[src/rtl/emitter_stream.sv]
// emitter_stream: streams one output-buffer window per go request to the left/right codec sinks; optional go queue under EMITTER_GO_QUEUE_EN
module emitter_stream #(
  parameter int DATA_W = 16,
  parameter int WINDOW_LEN = 512,
  parameter int NUM_WINDOWS = 4,
  localparam int WIN_W = NUM_WINDOWS > 1 ? $clog2(NUM_WINDOWS) : 1,
  localparam int ADDR_W = NUM_WINDOWS * WINDOW_LEN > 1 ? $clog2(NUM_WINDOWS * WINDOW_LEN) : 1
) (
  input  logic              clk,
  input  logic              reset,
  input  logic [WIN_W-1:0]  window_start,
  input  logic              go_in,
  output logic              busy,
  output logic              done,
  output logic [ADDR_W-1:0] buf_rd_addr,
  output logic              buf_rd_en,
  input  logic [DATA_W-1:0] buf_rd_data,
  output logic [DATA_W-1:0] left_out_data,
  output logic              left_out_valid,
  input  logic              left_out_ready,
  output logic [DATA_W-1:0] right_out_data,
  output logic              right_out_valid,
  input  logic              right_out_ready
);
  localparam int IDX_W = WINDOW_LEN > 1 ? $clog2(WINDOW_LEN) : 1;
  typedef enum logic [2:0] {IDLE, FETCH, WAIT, PRESENT, DONE} state_t;
  state_t state_q, state_d;
  logic [IDX_W-1:0] idx_q, idx_d;
  logic [ADDR_W-1:0] base_q, base_d;
  logic [DATA_W-1:0] data_q, data_d;
  logic lv_q, lv_d, rv_q, rv_d;
  logic go_ok;
  assign go_ok = go_in && (32'(window_start) < NUM_WINDOWS);
  assign busy = state_q != IDLE;
  assign done = state_q == DONE;
  assign buf_rd_en = state_q == FETCH;
  assign buf_rd_addr = base_q + ADDR_W'(idx_q);
  assign left_out_data = data_q;
  assign right_out_data = data_q;
  assign left_out_valid = lv_q;
  assign right_out_valid = rv_q;
`ifdef EMITTER_GO_QUEUE_EN
  logic pend_q, pend_d;
  logic [WIN_W-1:0] pend_win_q, pend_win_d;
  // a go arriving while busy is parked; the newest request overwrites older ones
  always_ff @(posedge clk or posedge reset)
    if (reset) begin
      pend_q <= 1'b0;
      pend_win_q <= '0;
    end else begin
      pend_q <= pend_d;
      pend_win_q <= pend_win_d;
    end
`endif
  // sequencer state, sample index, window base and per-channel valid flags
  always_ff @(posedge clk or posedge reset)
    if (reset) begin
      state_q <= IDLE;
      idx_q <= '0;
      base_q <= '0;
      data_q <= '0;
      lv_q <= 1'b0;
      rv_q <= 1'b0;
    end else begin
      state_q <= state_d;
      idx_q <= idx_d;
      base_q <= base_d;
      data_q <= data_d;
      lv_q <= lv_d;
      rv_q <= rv_d;
    end
  // next-state: fetch one sample, present it to both sinks, advance once both have taken it
  always_comb begin
    state_d = state_q;
    idx_d = idx_q;
    base_d = base_q;
    data_d = data_q;
    lv_d = lv_q;
    rv_d = rv_q;
`ifdef EMITTER_GO_QUEUE_EN
    pend_d = pend_q;
    pend_win_d = pend_win_q;
    if (state_q != IDLE && go_ok) begin
      pend_d = 1'b1;
      pend_win_d = window_start;
    end
`endif
    case (state_q)
      IDLE:
        if (go_ok) begin
          base_d = ADDR_W'(window_start) * ADDR_W'(WINDOW_LEN);
          idx_d = '0;
          state_d = FETCH;
        end
      FETCH: state_d = WAIT;
      WAIT: begin
        data_d = buf_rd_data;
        lv_d = 1'b1;
        rv_d = 1'b1;
        state_d = PRESENT;
      end
      PRESENT: begin
        lv_d = lv_q && !left_out_ready;
        rv_d = rv_q && !right_out_ready;
        if (!lv_d && !rv_d) begin
          state_d = idx_q == IDX_W'(WINDOW_LEN - 1) ? DONE : FETCH;
          idx_d = idx_q == IDX_W'(WINDOW_LEN - 1) ? idx_q : idx_q + 1'b1;
        end
      end
      DONE: begin
        state_d = IDLE;
`ifdef EMITTER_GO_QUEUE_EN
        if (go_ok || pend_q) begin
          base_d = ADDR_W'(go_ok ? window_start : pend_win_q) * ADDR_W'(WINDOW_LEN);
          idx_d = '0;
          state_d = FETCH;
          pend_d = 1'b0;
        end
`endif
      end
      default: state_d = IDLE;
    endcase
  end
endmodule

[config.mk]
export PLATFORM = sky130hd
export DESIGN_NAME = emitter_stream
export DESIGN_NICKNAME = d
export VERILOG_FILES = /design/src/rtl/emitter_stream.sv
export SDC_FILE = /design/constraint.sdc
export NUM_CORES = 1
export LEC_CHECK = 0
export ABC_CLOCK_PERIOD_IN_PS = 2500
export CAP_MARGIN = 10
export CORE_MARGIN = 2
export CORE_UTILIZATION = 41
export DETAILED_ROUTE_END_ITERATION = 8
export PLACE_DENSITY_LB_ADDON = 0.08
export SETUP_SLACK_MARGIN = 0.05
export SLEW_MARGIN = 20
export SYNTH_ARGS = -nofsm -noshare
export SYNTH_HDL_FRONTEND = slang
export SYNTH_SLANG_ARGS = --single-unit
export TNS_END_PERCENT = 5
[constraint.sdc]
create_clock -name clk -period 2.5 [get_ports clk]
set_input_delay 0.5 -clock clk [delete_from_list [all_inputs] [get_ports clk]]
set_output_delay 0.5 -clock clk [all_outputs]
set_load 0.01 [all_outputs]
# After elaboration in Yosys (flattened, before gate mapping)

Index checks and enable logic that the tools add are counted.

Muxes and demuxes: 10
Add/sub/neg operators: 2
Reduce and logical (&&, ||, !) cells: 14
Equality and inequality tests: 8

Operator list:

| kind                  | count |
|---|---|
| $mux W9               | 3 |
| $pmux W9 S2           | 1 |
| $pmux W3 S4           | 1 |
| $add A11 B9 Y11       | 1 |
| $add A9 B1 Y9 const B | 1 |
| $eq A9 B9 Y1 const B  | 1 |
| $mux W3               | 3 |
| $eq A3 B2 Y1 const B  | 2 |
| $ne A2 B2 Y1 const B  | 3 |
| $logic_not A1 Y1      | 4 |
| $pmux W1 S2           | 2 |
| $reduce_and A2 Y1     | 2 |
| $reduce_and A4 Y1     | 1 |
| $reduce_bool A2 Y1    | 2 |
| $eq A3 B1 Y1 const B  | 1 |
| $eq A3 B3 Y1 const B  | 1 |
| $logic_and A1 B1 Y1   | 3 |
| $logic_not A3 Y1      | 1 |
| $reduce_bool A3 Y1    | 1 |

Register bits after elaboration: 32
Output and inout bits: 48
Bits of input ports: 23

# Longest topological paths before layout

Depth after elaboration: 6
Mapped depth: 8

# Worst setup path before layout

OpenSTA, ideal clock, no wires.

Path kind: register to register
Start point: register idx_q[0]
End point: register idx_q[7]
Setup time: 0.118 ns
Period minus slack after synthesis: 2.105 ns
Slack: 0.395 ns
Data required time: 2.382 ns
Stages on the path, launching flop included: 8
Arrival: 1.987 ns
Path through: dfrtp_1 -> ha_1 -> nand4_1 -> nor2_1 -> ha_1 -> or4_4 -> a22o_1 -> a21o_1

Longest elaborated chain between the ends: 4

RTL lines:

| item                   | line | RTL |
|---|---|---|
| from (decl)            | 28   | `logic [IDX_W-1:0] idx_q, idx_d;` |
| from (signal assigned) | 66   | `idx_q <= idx_d;` |
| $add A9 B1 Y9          | 107  | `idx_d = idx_q == IDX_W'(WINDOW_LEN - 1) ? idx_q : idx_q + 1'b1;` |
| $mux W9                | 107  |  |
| $mux W9                | 105  | `if (!lv_d && !rv_d) begin` |
| $pmux W9 S2            | 88   | `case (state_q)` |

Parallel ways exist; a longest one is shown, timed or not. The select of a mux whose other input is x is not followed.
A chain may end at the register's enable or synchronous reset.

# Worst setup path in the final report

Same ends and word-level chain as after synthesis.

==> tab_implementation.tex <==
\begin{tabular}{lr}
\hline
Metric & Value \\
\hline
\multicolumn{2}{l}{\textbf{Global route}} \\
Total Routing Usage GR & 17.8\% \\
Pin count of the biggest net entering global routing & 25 \\
Grt total ovfl & 0 \\
Antenna violations before repair & 0 \\
Number of global-route vias before repair & 1,293 \\
Wire length of the first global-routing pass & 5840 um \\
\multicolumn{2}{l}{\textbf{Drt}} \\
Initial detailed-routing violation count & 81 \\
Residual DRC & 0 \\
Via density per instance & 5.00 \\
Total vias in the final route & 1,214 \\
Drt wl/cell & 14.0 um \\
Number of optimization iterations in the first detailed-route pass & 4 \\
Number of routed nets with antenna violations & 0 \\
Final Routed Wirelength & 3400 um \\
\multicolumn{2}{l}{\textbf{Worst setup path}} \\
Endpoint required time on the critical path & 2.67 ns \\
Cells along the critical path & ha\_1 -> nand4\_1 -> nor2\_1 -> ha\_1 -> or4\_4 -> a22o\_1 -> a21o\_1 \\
Nature of the critical path endpoint & flop \\
Sort of element at the start of the critical path & flop \\
Max FO, Critical Path & 14 \\
Most used cell along the critical path & ha\_1 \\
Slowest-stage cell, CP & or4\_4 \\
Worst setup path class & reg2reg \\
Arrival time worst endpoint & 2.44 ns \\
Max stage delay on crit path & 0.63 ns \\
\multicolumn{2}{l}{\textbf{Power}} \\
Ratio of total power to cell area & 1280 nW/um2 \\
Peak supply drop & 0.680 mV \\
Lkg Pwr & 0.938 nW \\
Tot Pwr & 2.89 mW \\
\multicolumn{2}{l}{\textbf{Clock tree}} \\
Number of sinks handled by clock tree synthesis & 32 \\
Clock tree from TritonCTS & built \\
Count of instances resized after the clock tree is built & 0 \\
Post-cts hold buffer count & 0 \\
Post-CTS Setup Repair Bufs & 0 \\
TritonCTS buffer count & 5 \\
Buffer type at the clock tree root & clkbuf\_8 \\
Clock-pin slew on the worst setup and hold paths & 0.06 ns \\
H-tree depth & 2 \\
Clock tree buffer depth & 2 \\
Clock insertion delay at the later pin of the skew report & 0.28 ns \\
\multicolumn{2}{l}{\textbf{Hold path}} \\
Type of the worst min-delay path & in2async \\
\multicolumn{2}{l}{\textbf{Layout}} \\
Fill cells & 313 \\
Non-filler cells, final & 243 \\
Leading cell types in the layout, fill and taps excluded & clkdlybuf4s50\_1 (70), dfrtp\_1 (32), mux2\_2 (18) \\
Most common cell after layout, fill and taps aside & clkdlybuf4s50\_1 \\
Number of nets in the layout & 220 \\
Antenna Cells & 0 \\
Share of cells above drive strength 1 & 15.9\% \\
Layout overhead on the synthesized area & 45.9\% \\
\multicolumn{2}{l}{\textbf{Logic synthesis}} \\
Area fraction in compound gates after synthesis & 6.13\% \\
Seq cells post-synth & 32 \\
Gate Count Post-Synth & 137 \\
Post-synthesis share of cell area spent on xor and xnor gates & 0\% \\
Yosys Warn Count & 0 \\
Post-synth top flop & dfrtp\_1 \\
Number of flops mapped to enable cells by yosys & 0 \\
Register area share after synthesis & 51.6\% \\
Mux contribution to synthesized area & 13.1\% \\
Count of unique library cells instantiated by Yosys & 31 \\
Area fraction in and, or, nand and nor cells after synthesis & 17.7\% \\
Top cells by area in the synthesized netlist & dfrtp\_1 (52\%), mux2\_2 (13\%), buf\_4 (8.2\%) \\
Post-Synth Adder-Cell Area & 1.61\% \\
Post-synthesis average cell area & 11.3 um2 \\
Cell area after technology mapping & 1550 um2 \\
Fraction of synthesis flops using an asynchronous set or reset pin & 100\% \\
Library cell occupying the most area in the post-synthesis netlist & dfrtp\_1 \\
Synth top area share & 51.6\% \\
Post-synthesis net count & 162 \\
Largest family of logic cells by synthesized area & simple AND/OR/NAND/NOR gates \\
\multicolumn{2}{l}{\textbf{Place}} \\
Instance count after placement with tap cells included & 236 \\
Placer Congestion & 0.849 \\
IO buf count & 70 \\
DPL Wire Length & 2560 um \\
\multicolumn{2}{l}{\textbf{Floorplan}} \\
Area of the die & 4290 um2 \\
Core outline area & 3660 um2 \\
Standard-cell rows & 22 \\
Horiz. Die Dim & 65.5 um \\
Die Span Y & 65.5 um \\
Num ports & 71 \\
Initial Utilization & 42.4\% \\
\multicolumn{2}{l}{\textbf{Timing}} \\
Worst hold margin & 0.493 ns \\
RSZ-0062 raised after global routing & false \\
Final-layout setup total negative slack & 0 ns \\
Total setup violations reported at the end of the flow & 0 \\
Actual transition at the worst max-transition pin & 0.432 ns \\
Post-layout minimum cycle time & 2.27 ns \\
Number of pins with negative max-slew slack in the final report & 0 \\
Clock Skew & 0.00311 ns \\
Part of the cycle the worst path needs & 90.9\% \\
Slew margin rel. & 71.1\% \\
Final Hold Violating Endpoints & 0 \\
Fmax achieved & 0.440 GHz \\
\multicolumn{2}{l}{\textbf{Run}} \\
Max-cap viol count & 0 \\
\multicolumn{2}{l}{\textbf{Status}} \\
Status & completed \\
\hline
\end{tabular}
==> cell type report <==
cell class / instances / area, um2 / area share [%]
flip-flops and latches: 32 / 801 / 35.4
repair buffers: 72 / 716 / 31.6
multi-input cells: 82 / 602 / 26.6
clock buffers: 6 / 72.6 / 3.21
well taps: 48 / 60.1 / 2.65
inverters: 2 / 7.51 / 0.332
clock inverters: 1 / 5.00 / 0.221
==> power by group <==
part / leakage (nW) / switching [mW] / internal [mW] / total, mW
Clock: 0.0410 / 0.173 / 0.189 / 0.361
Combinational: 0.508 / 0.603 / 0.938 / 1.54
Sequential: 0.390 / 0.230 / 0.757 / 0.987
Total: 0.938 / 1.01 / 1.88 / 2.89
==> worst paths after layout <==
path,startpoint,endpoint,slack [ns],cells past startpoint
max in group asynchronous,reset,state_q[1]$_DFFE_PP0P_,1.38,3
setup reg to reg,idx_q[0]$_DFFE_PP0P_,idx_q[7]$_DFFE_PP0P_,0.23,7
hold reg to reg,base_q[10]$_DFFE_PP0P_,base_q[10]$_DFFE_PP0P_,0.51,1
hold / removal,reset,left_out_data[15]$_DFFE_PP0N_,0.49,2
min in group clk,base_q[10]$_DFFE_PP0P_,base_q[10]$_DFFE_PP0P_,0.51,1
setup / recovery,idx_q[0]$_DFFE_PP0P_,idx_q[7]$_DFFE_PP0P_,0.23,7
==> worst max-delay path: cells and delay by family, from the launching register on <==
kind	cells	cell delay (ns)
DFF	1	0.45
and+or+nand+nor	3	0.82
adders and majority gates	2	0.47
AOI/OAI and AO/OA	2	0.44
==> cell families (layout without fill, tap and decap cells) <==
kind of cell,after synthesis,count (layout)
compound gates,14,14
fa+ha+maj,2,2
buf+inv,23,81
flops,32,32
mux,18,18
simple gates,48,48
==> sequential cells by signal (all words and copies together) (netlist names) <==
signal,flops
state_q,3
idx_q,9
left_out_valid,1
right_out_valid,1
left_out_data,16
base_q,2
==> metrics by stage <==
step,area [um2],utilization (%),setup WS [ns]
floorplan,1550,-,0.395
global placement,2190,59.7,0.299
detailed placement,2190,59.7,0.243
CTS,2260,61.8,0.227
global route,2260,61.8,0.102
finish,2260,61.8,0.227
==> cell usage after synthesis (all sizes together) (2+ instances only) <==
cell type,number
nand4,3
o22a,2
nor2b,2
mux2,18
nor3b,2
o311ai,2
buf,20
and2,3
ha,2
nand2,7
o21ai,4
dfrtp,32
nand3b,2
nor2,10
nor3,3
a21oi,3
inv,2
nand3,10
==> metal layers <==
layer  track usage [%]  vias up  share of wire, %
li1                  -      581                 -
met1              20.2      582                39
met2              32.0       44                53
met3              4.45        7               6.0
met4              7.03        0               1.5
met5                 0        -                 0
Note: power is estimated with default switching activity, not from simulation.
